[config.mk]
export PLATFORM = sky130hd
export DESIGN_NAME = vin_quadrature_counter
export DESIGN_NICKNAME = d
export VERILOG_FILES = /design/src/rtl/vin_quadrature_counter.sv
export SDC_FILE = /design/constraint.sdc
export NUM_CORES = 1
export LEC_CHECK = 0
export ABC_CLOCK_PERIOD_IN_PS = 13400
export BUFFER_PORTS_ARGS = -buffer_cell sky130_fd_sc_hd__buf_2
export CAP_MARGIN = 10
export CORE_MARGIN = 2
export CORE_UTILIZATION = 53
export CTS_CLUSTER_SIZE = 8
export DETAILED_ROUTE_END_ITERATION = 10
export GPL_TIMING_DRIVEN = 0
export PLACE_DENSITY = 0.76
export REMOVE_ABC_BUFFERS = 1
export SETUP_SLACK_MARGIN = 0.1
export SLEW_MARGIN = 20
export SYNTH_ARGS = -nofsm -noshare
export SYNTH_HDL_FRONTEND = slang
export SYNTH_SLANG_ARGS = --single-unit
[constraint.sdc]
create_clock -name clk -period 13.4 [get_ports clk]
set_input_delay 1.34 -clock clk [delete_from_list [all_inputs] [get_ports clk]]
set_output_delay 1.34 -clock clk [all_outputs]
set_load 0.05 [all_outputs]
[src/rtl/vin_quadrature_counter.sv]
// vin_quadrature_counter: filtered A/B/Z quadrature decoder; index latch enabled by VIN_QUADRATURE_INDEX_EN.
module vin_quadrature_counter #(
  parameter int FILTER_CYCLES = 4,
  parameter int POS_WIDTH = 32
) (
  input  logic                        clk,
  input  logic                        rst,
  input  logic                        QUAD_A,
  input  logic                        QUAD_B,
  input  logic                        QUAD_Z,
  input  logic                        indexEnable,
  input  logic                        errorClear,
  output logic signed [POS_WIDTH-1:0] position,
  output logic signed [POS_WIDTH-1:0] indexPosition,
  output logic                        indexDone,
  output logic                        quadError
);
`ifdef VIN_QUADRATURE_INDEX_EN
  localparam int N = 3;
`else
  localparam int N = 2;
`endif
  localparam logic [7:0] LAST = 8'(FILTER_CYCLES - 1);
  logic [N-1:0] pins, s1, s2, filt, filt_d, filt_nx;
  logic [7:0] cnt [N];
  logic [7:0] cnt_nx [N];
  logic [1:0] d;
  logic [POS_WIDTH-1:0] next_pos;
`ifdef VIN_QUADRATURE_INDEX_EN
  assign pins = {QUAD_Z, QUAD_B, QUAD_A};
`else
  logic unused_in;
  assign unused_in = ^{QUAD_Z, indexEnable};
  assign pins = {QUAD_B, QUAD_A};
`endif
  always_comb begin
    filt_nx = filt;
    cnt_nx = cnt;
    for (int i = 0; i < N; i++) begin
      cnt_nx[i] = (s2[i] == filt[i] || cnt[i] == LAST) ? 8'd0 : cnt[i] + 8'd1;
      filt_nx[i] = (s2[i] != filt[i] && cnt[i] == LAST) ? s2[i] : filt[i];
    end
  end
  always_ff @(posedge clk or posedge rst) begin
    if (rst) begin
      s1 <= '0;
      s2 <= '0;
      filt <= '0;
      filt_d <= '0;
      cnt <= '{default: 8'd0};
    end else begin
      s1 <= pins;
      s2 <= s1;
      filt <= filt_nx;
      filt_d <= filt;
      cnt <= cnt_nx;
    end
  end
  // Gray phase {B, A^B} counts 0,1,2,3 along the forward sequence
  assign d = {filt[1], filt[1] ^ filt[0]} - {filt_d[1], filt_d[1] ^ filt_d[0]};
  assign next_pos = d == 2'd1 ? position + POS_WIDTH'(1) :
                    d == 2'd3 ? position - POS_WIDTH'(1) : position;
  always_ff @(posedge clk or posedge rst) begin
    if (rst) quadError <= 1'b0;
    else if (d == 2'd2) quadError <= 1'b1;
    else if (errorClear) quadError <= 1'b0;
  end
`ifdef VIN_QUADRATURE_INDEX_EN
  logic en_d, armed, ev;
  assign ev = armed & indexEnable & filt[2] & ~filt_d[2];
  always_ff @(posedge clk or posedge rst) begin
    if (rst) begin
      position <= '0;
      indexPosition <= '0;
      indexDone <= 1'b0;
      armed <= 1'b0;
      en_d <= 1'b0;
    end else begin
      en_d <= indexEnable;
      position <= ev ? '0 : next_pos;
      if (ev) indexPosition <= next_pos;
      armed <= indexEnable & ~ev & (armed | (~en_d & ~indexDone));
      indexDone <= indexEnable & (indexDone | ev);
    end
  end
`else
  assign indexPosition = '0;
  assign indexDone = 1'b0;
  always_ff @(posedge clk or posedge rst) begin
    if (rst) position <= '0;
    else position <= next_pos;
  end
`endif
endmodule
==> impl_metrics.sql, run 1 <==
INSERT INTO impl_metrics (metric_group, metric, value, unit) VALUES
('grt', 'largest_net_degree_at_the_start_of_global_routing', '58', ''),
('floorplan', 'core', '7770', 'um^2'),
('synthesis', 'ys_seq_area_share', '33.5', '%'),
('clocking', 'clkTransAtPathRegs', '0.08', 'ns'),
('layout', 'antennaDiodeCount', '0', ''),
('grt', 'grt_antenna_before_repair', '0', ''),
('clocking', 'clock_tree.buffer_depth', '2', ''),
('layout', 'syn2layout_area_growth', '7.94', '%'),
('synthesis', 'synth-edff-count', '0', ''),
('layout', 'fillCellCount', '711', ''),
('clocking', 'clock_tree_from_tritoncts', 'done', ''),
('clocking', 'holdBufCountCts', '0', ''),
('synthesis', 'syn-instance-count', '477', ''),
('setup_path', 'worst_setup_path_end_kind', 'register', ''),
('synthesis', 'post_synth.cell_area_avg', '8.92', 'um^2'),
('clocking', 'clockRootBuffer', 'clkbuf_8', ''),
('timing', 'rsz_0062_raised_after_global_routing', 'no', ''),
('timing', 'max_clk_rate', '205', 'MHz'),
('timing', 'slew-limit-headroom', '48.0', '%'),
('drt', 'drt-total-wl', '8550', 'um'),
('setup_path', 'r2r.worst_path.cells', '13', ''),
('layout', 'drive_above_1_share', '15.3', '%'),
('setup_path', 'crit_path_top_delay_cell', 'nand2_2', ''),
('setup_path', 'worstSetupPathType', 'register to register', ''),
('timing', 'post-route-min-period', '4.89', 'ns'),
('worst_hold_path', 'hp-class', 'register to register', ''),
('clocking', 'post_cts.repair.setup_buffers', '0', ''),
('synthesis', 'mappedNetlistArea', '4250', 'um^2'),
('grt', 'first_global_vias', '3321', ''),
('layout', 'final-seq-area', '1430', 'um^2'),
('setup_path', 'critical_path_arrival', '5.15', 'ns'),
('drt', 'drt-initial-drc-count', '146', ''),
('synthesis', 'synth.top_cells.by_area', 'dfrtp_1, ha_1, buf_4, xor2_1, nand2_1', ''),
('synthesis', 'yosysTopAreaCell', 'dfrtp_1', ''),
('setup_path', 'critical_path.max_fanout', '39', ''),
('synthesis', 'synthMostInstantiatedCell', 'dfrtp_1', ''),
('drt', 'route.detailed.drc', '0', ''),
('drt', 'route.detailed.vias_per_inst', '5.53', ''),
('synthesis', 'synth_top_flop_cell', 'dfrtp_1', ''),
('clocking', 'cts-resized-gates', '0', ''),
('clocking', 'h-tree-depth', '3', ''),
('timing', 'worst_slew_pin_slew', '0.778', 'ns'),
('setup_path', 'path_depth', '13', ''),
('synthesis', 'post_synth_most_frequent_cells', 'dfrtp_1, nand2_1, ha_1', ''),
('timing', 'hold_viol', '0', ''),
('flow_run', 'drv_cap', '0', ''),
('synthesis', 'yosysTopAreaCellShare', '33.5', '%'),
('clocking', 'clk-insertion-delay-late', '0.35', 'ns'),
('placed_design', 'numPortBuffers', '37', ''),
('synthesis', 'ys.warnings.count', '0', ''),
('timing', 'setup_viol', '0', ''),
('floorplan', 'width_of_the_die', '93.6', 'um'),
('timing', 'finClkSkew', '0.0115', 'ns'),
('layout', 'multi_input_area', '2590', 'um^2'),
('floorplan', 'effective_utilization_at_floorplan', '54.8', '%'),
('clocking', 'tritoncts.num_buffers', '9', ''),
('timing', 'finalMaxSlewViolations', '0', ''),
('clocking', 'cts_sinks', '57', ''),
('timing', 'final_min_period_over_clock_period', '36.5', '%'),
('drt', 'firstDrtPassIters', '4', ''),
('synthesis', 'synth.lib_cells_used.distinct', '58', ''),
('outcome', 'outcome', 'finished, final reports clean', ''),
('synthesis', 'synth.ff_latch_count', '57', ''),
('floorplan', 'placementRows', '32', ''),
('setup_path', 'cpLargestDelayFamily', 'adder cells', ''),
('grt', 'track_usage', '20.9', '%'),
('setup_path', 'crit_path_cell_trace', 'xnor2_1, ha_2, buf_12, inv_1, nand2_2, ha_1, a21oi_2, nor2b_4, a2111oi_4, o41ai_4, o21ai_2, mux2_4, nor4_2', ''),
('placed_design', 'gpl.final_weighted_congestion', '0.848', ''),
('drt', 'antenna_violating_nets_post_route', '0', ''),
('timing', 'setup_tns', '0', 'ns'),
('worst_hold_path', 'worst_hold_path.num_cells', '0', '');
[flip-flops by register name (all words and copies together), names as in the netlist]
signal / flops
position: 32
cnt: 16
s1: 2
s2: 2
filt: 2
quadError: 1
filt_d: 2
[logic make-up (layout without fill, tap and decap cells)]
kind of cell               after synthesis  in the layout  share of synthesized area, %
AOI/OAI and AO/OA                      123            123                          19.6
xor gates and xnor gates                42             42                          8.65
adders and majority gates               37             37                          11.1
buffers and inverters                   63             69                          8.50
DFF                                     57             57                          33.5
muxes                                    7              7                          1.85
other                                    1             33                        0.0882
and+or+nand+nor                        147            147                          16.7
[worst reg2reg max path, cell delays in order (launching register included)]
cell and delay, ns:
dfrtp_1 0.45, xnor2_1 0.20, ha_2 0.42, buf_12 0.23, inv_1 0.46, nand2_2 0.64
ha_1 0.63, a21oi_2 0.12, nor2b_4 0.15, a2111oi_4 0.50, o41ai_4 0.17, o21ai_2 0.25
mux2_4 0.33, nor4_2 0.25
[area by class of cell]
type,count,share of cell area (%)
inverters,15,1.28
flip-flops and latches,57,31.1
clock buffers,9,2.70
multi-input cells,389,56.4
clock inverters,7,1.28
repair buffers,38,4.47
well taps,102,2.78
[stage by stage]
| step | instance area (um^2) | util (%) | worst slack [ns] | instances | hold slack, ns |
|---|---|---|---|---|---|
| final | 4590 | 59.1 | 8.51 | 617 | 0.358 |
| after global routing | 4590 | 59.1 | 8.10 | 617 | 0.367 |
| after CTS | 4590 | 59.1 | 8.49 | 617 | 0.359 |
| after detailed placement | 4410 | 56.7 | 8.52 | 601 | 0.344 |
| after global placement | 4380 | 56.4 | 7.06 | 600 | 0.338 |
| after floorplan | 4070 | - | 8.40 | 461 | 0.331 |
[cells in the final DEF (no fill, tap or decap), types with 16 or more instances in the layout]
cell type and n:
nand2_1 48, a21oi_1 31, ha_1 35, xor2_1 23, buf_2 37, dfrtp_1 57, xnor2_1 19, nand3_1 16
nor2_1 34, o21ai_0 23, conb_1 33
[metal layers]
layer | share of wire (%) | track usage, % | vias to the layer above
met5 | 0 | 0 | -
met4 | 0.76 | 6.40 | 0
met3 | 4.6 | 5.24 | 8
met2 | 48 | 33.9 | 97
met1 | 47 | 27.5 | 1602
li1 | - | - | 1702
[worst paths after layout]
| check | start | to | slack, ns |
|---|---|---|---|
| max reg2reg | filt[1] | position[26] | 8.51 |
| min reg2reg | s1[1] | s2[1] | 0.36 |
| max in group asynchronous | rst | position[23] | 11.83 |
| min | s1[1] | s2[1] | 0.36 |
| max | filt[1] | position[26] | 8.51 |
| min in group asynchronous | rst | cnt[5] | 1.10 |
Power of run 1 is left out: the tool's default activity adds up to more than one toggle a clock period on the data nets, which glitch-free logic cannot reach.
==> inputs of run 2 (changes only) <==
--- a/config.mk
+++ b/config.mk
@@ -5,7 +5,8 @@
 export SDC_FILE = /design/constraint.sdc
 export NUM_CORES = 1
 export LEC_CHECK = 0
-export ABC_CLOCK_PERIOD_IN_PS = 13400
+export ABC_AREA = 1
+export ABC_CLOCK_PERIOD_IN_PS = 4350
 export BUFFER_PORTS_ARGS = -buffer_cell sky130_fd_sc_hd__buf_2
 export CAP_MARGIN = 10
 export CORE_MARGIN = 2
@@ -13,7 +14,7 @@
 export CTS_CLUSTER_SIZE = 8
 export DETAILED_ROUTE_END_ITERATION = 10
 export GPL_TIMING_DRIVEN = 0
-export PLACE_DENSITY = 0.76
+export PLACE_DENSITY = 0.78
 export REMOVE_ABC_BUFFERS = 1
 export SETUP_SLACK_MARGIN = 0.1
 export SLEW_MARGIN = 20
==> constraint.sdc (replaced) <==
create_clock -name clk -period 4.35 [get_ports clk]
set_input_delay 0.435 -clock clk [delete_from_list [all_inputs] [get_ports clk]]
set_output_delay 0.435 -clock clk [all_outputs]
set_load 0.05 [all_outputs]
==> impl_metrics.sql, run 2 <==
INSERT INTO impl_metrics (metric_group, metric, value, unit) VALUES
('synthesis', 'proportion_of_register_bits_with_asynchronous_set_or_reset_after_synthesis', '100', '%'),
('synthesis', 'synth-edff-count', '0', ''),
('grt', 'grt_use_met3', '3.55', '%'),
('clocking', 'clockRootBuffer', 'clkbuf_8', ''),
('drt', 'route.detailed.vias_per_inst', '4.92', ''),
('clocking', 'clock_tree.buffer_depth', '2', ''),
('setup_path', 'worstPathRequired', '4.60', 'ns'),
('synthesis', 'synth.top_cells.by_area', 'dfrtp_1, nand2_1, inv_1, ha_1, buf_4', ''),
('drt', 'drt-total-wl', '10800', 'um'),
('setup_path', 'worst_setup_path_endpoint', 'position[28]', ''),
('clocking', 'clkTransAtPathRegs', '0.08', 'ns'),
('timing', 'finalMaxSlewViolations', '0', ''),
('timing', 'final_min_period_over_clock_period', '86.4', '%'),
('grt', 'global_route_wire_length_before_repair', '18400', 'um'),
('timing', 'setup_viol', '0', ''),
('drt', 'wire_length_per_cell_after_detailed_routing', '11.6', 'um'),
('layout', 'registers.top_by_ff_count', 'position', ''),
('setup_path', 'worst_setup_path_start_kind', 'register', ''),
('layout', 'layout.nets', '859', ''),
('floorplan', 'floorplan.die_area', '10100', 'um^2'),
('grt', 'grt_antenna_before_repair', '0', ''),
('layout', 'syn2layout_area_growth', '7.39', '%'),
('placed_design', 'hpwlAfterDp', '8060', 'um'),
('drt', 'via_count', '4571', ''),
('layout', 'final_cell_mix', 'nand2_1, inv_1, dfrtp_1', ''),
('clocking', 'post_cts.repair.setup_buffers', '0', ''),
('synthesis', 'synthMostInstantiatedCell', 'nand2_1', ''),
('timing', 'setup_tns', '0', 'ns'),
('timing', 'rsz_0062_raised_after_global_routing', 'no', ''),
('floorplan', 'ioPinCount', '73', ''),
('timing', 'slew-limit-headroom', '53.9', '%'),
('synthesis', 'post_synth_most_frequent_cells', 'nand2_1, inv_1, dfrtp_1', ''),
('setup_path', 'crit_startpoint', 'filt[1]', ''),
('timing', 'worst_slew_pin_slew', '0.691', 'ns'),
('grt', 'track_usage', '23.0', '%'),
('worst_hold_path', 'hp-class', 'input port to register', ''),
('clocking', 'tritoncts.num_buffers', '9', ''),
('synthesis', 'synth_top_flop_cell', 'dfrtp_1', ''),
('synthesis', 'yosysTopAreaCellShare', '28.9', '%'),
('grt', 'globalRouteOverflowTotal', '0', ''),
('outcome', 'outcome', 'finished, final reports clean', ''),
('setup_path', 'worst_setup_path_end_kind', 'register', ''),
('synthesis', 'ys.warnings.count', '0', ''),
('grt', 'met1_usage', '30.9', '%'),
('setup_path', 'regToRegEndpoint', 'position[28]', ''),
('floorplan', 'effective_utilization_at_floorplan', '53.9', '%'),
('placed_design', 'dp_worst_setup_slack', '-0.0546', 'ns'),
('layout', 'antennaDiodeCount', '0', ''),
('setup_path', 'worst-r2r-setup-slack', '0.59', 'ns'),
('drt', 'route.detailed.drc', '0', ''),
('setup_path', 'worst_r2r_start', 'filt[1]', ''),
('flow_run', 'drv_cap', '0', ''),
('clocking', 'clock_tree_from_tritoncts', 'done', ''),
('drt', 'antenna_violating_nets_post_route', '0', ''),
('synthesis', 'ys_seq_area_share', '28.9', '%'),
('setup_path', 'critical_path.max_fanout', '42', ''),
('timing', 'max_clk_rate', '266', 'MHz'),
('grt', 'largest_net_degree_at_the_start_of_global_routing', '58', ''),
('grt', 'first_global_vias', '4116', ''),
('layout', 'largest_register_ff_count', '32', ''),
('layout', 'drive_above_1_share', '9.54', '%'),
('timing', 'holdWs', '0.186', 'ns'),
('layout', 'finalCoreUtilization', '57.8', '%'),
('floorplan', 'width_of_the_die', '100', 'um'),
('timing', 'hold_viol', '0', ''),
('grt', 'grt-busiest-layer', 'met2', ''),
('layout', 'largestRegisters', 'position (32), cnt (16)', ''),
('placed_design', 'numPortBuffers', '37', ''),
('synthesis', 'syn-instance-count', '776', ''),
('synthesis', 'synth.lib_cells_used.distinct', '32', ''),
('clocking', 'h-tree-depth', '3', ''),
('setup_path', 'worstSetupPathType', 'register to register', ''),
('setup_path', 'r2r.worst_path.cells', '16', ''),
('floorplan', 'core', '9150', 'um^2'),
('grt', 'globalRouteMet2Util', '37.2', '%'),
('synthesis', 'yosysTopAreaCell', 'dfrtp_1', ''),
('timing', 'finClkSkew', '0.0181', 'ns'),
('synthesis', 'post_synth.cell_area_avg', '6.35', 'um^2'),
('synthesis', 'mappedNetlistArea', '4930', 'um^2'),
('synthesis', 'synth.ff_latch_count', '57', ''),
('placed_design', 'gpl.final_weighted_congestion', '0.945', ''),
('layout', 'most_common_cell_after_layout_fill_and_taps_aside', 'nand2_1', ''),
('clocking', 'clk-insertion-delay-late', '0.36', 'ns'),
('drt', 'firstDrtPassIters', '4', ''),
('setup_path', 'critical_path_arrival', '4.01', 'ns'),
('timing', 'post-route-worst-setup-slack', '0.590', 'ns'),
('floorplan', 'dieHeight', '100', 'um'),
('floorplan', 'placementRows', '35', ''),
('clocking', 'cts_sinks', '57', ''),
('drt', 'drt-initial-drc-count', '256', ''),
('timing', 'post-route-min-period', '3.76', 'ns');
run 2: worst min-delay path by stage:
stage	from	cells after the start	to
after floorplan	s1[0]	0	s2[0]
after global placement	s1[1]	0	s2[1]
after detailed placement	s1[1]	0	s2[1]
after CTS	QUAD_A	1	s1[0]
after global routing	QUAD_A	1	s1[0]
final	QUAD_A	1	s1[0]
run 2: layout make-up:
cell class                 instances  area [um^2]
inverter                         135          509
sequential                        57         1430
clock buffer                      11          141
tap                              111          139
fill                             917         3860
clock inverter                     3         42.5
multi-input combinational        575         2850
timing repair buffer              37          185
run 2: kinds of logic (layout without fill, tap and decap cells):
group,Yosys count,in the layout,share of synthesized area (%)
xor+xnor,12,12,2.13
other cells,1,33,0.0761
compound gates,47,47,5.15
simple gates,446,446,38.1
fa+ha+maj,37,37,9.54
buf+inv,176,186,16.1
flops,57,57,28.9
run 2: metrics by stage:
stage | area [um^2] | instances
5_1_grt | 5290 | 929
3_5_place_dp | 5090 | 915
3_3_place_gp | 5090 | 915
4_1_cts | 5280 | 929
2_1_floorplan | 4760 | 767
6_report | 5290 | 929
run 2: worst max-delay path: stages (launching register included):
cell     delay [ns]
dfrtp_1        0.47
xnor2_1        0.20
ha_4           0.57
inv_2          0.35
nand2_4        0.46
inv_1          0.10
fa_1           0.38
inv_1          0.16
nand3_1        0.09
nand3_1        0.16
nand3_1        0.09
nand3_1        0.22
nand2_1        0.13
nand2_1        0.09
nand2_1        0.04
nand3_1        0.06
nand2_1        0.06
run 2: routing by layer:
metal	up-vias	routed length (um)
li1	2397	-
met1	2036	5200
met2	118	4800
met3	20	530
met4	0	253
met5	-	0
run 2: timing repair:
item | CTS | global route
setup endpoints to repair | 8 | 10
hold buffers | 0 | 0
resized for setup | 1 | 1
Power of run 2 is left out for the same reason.
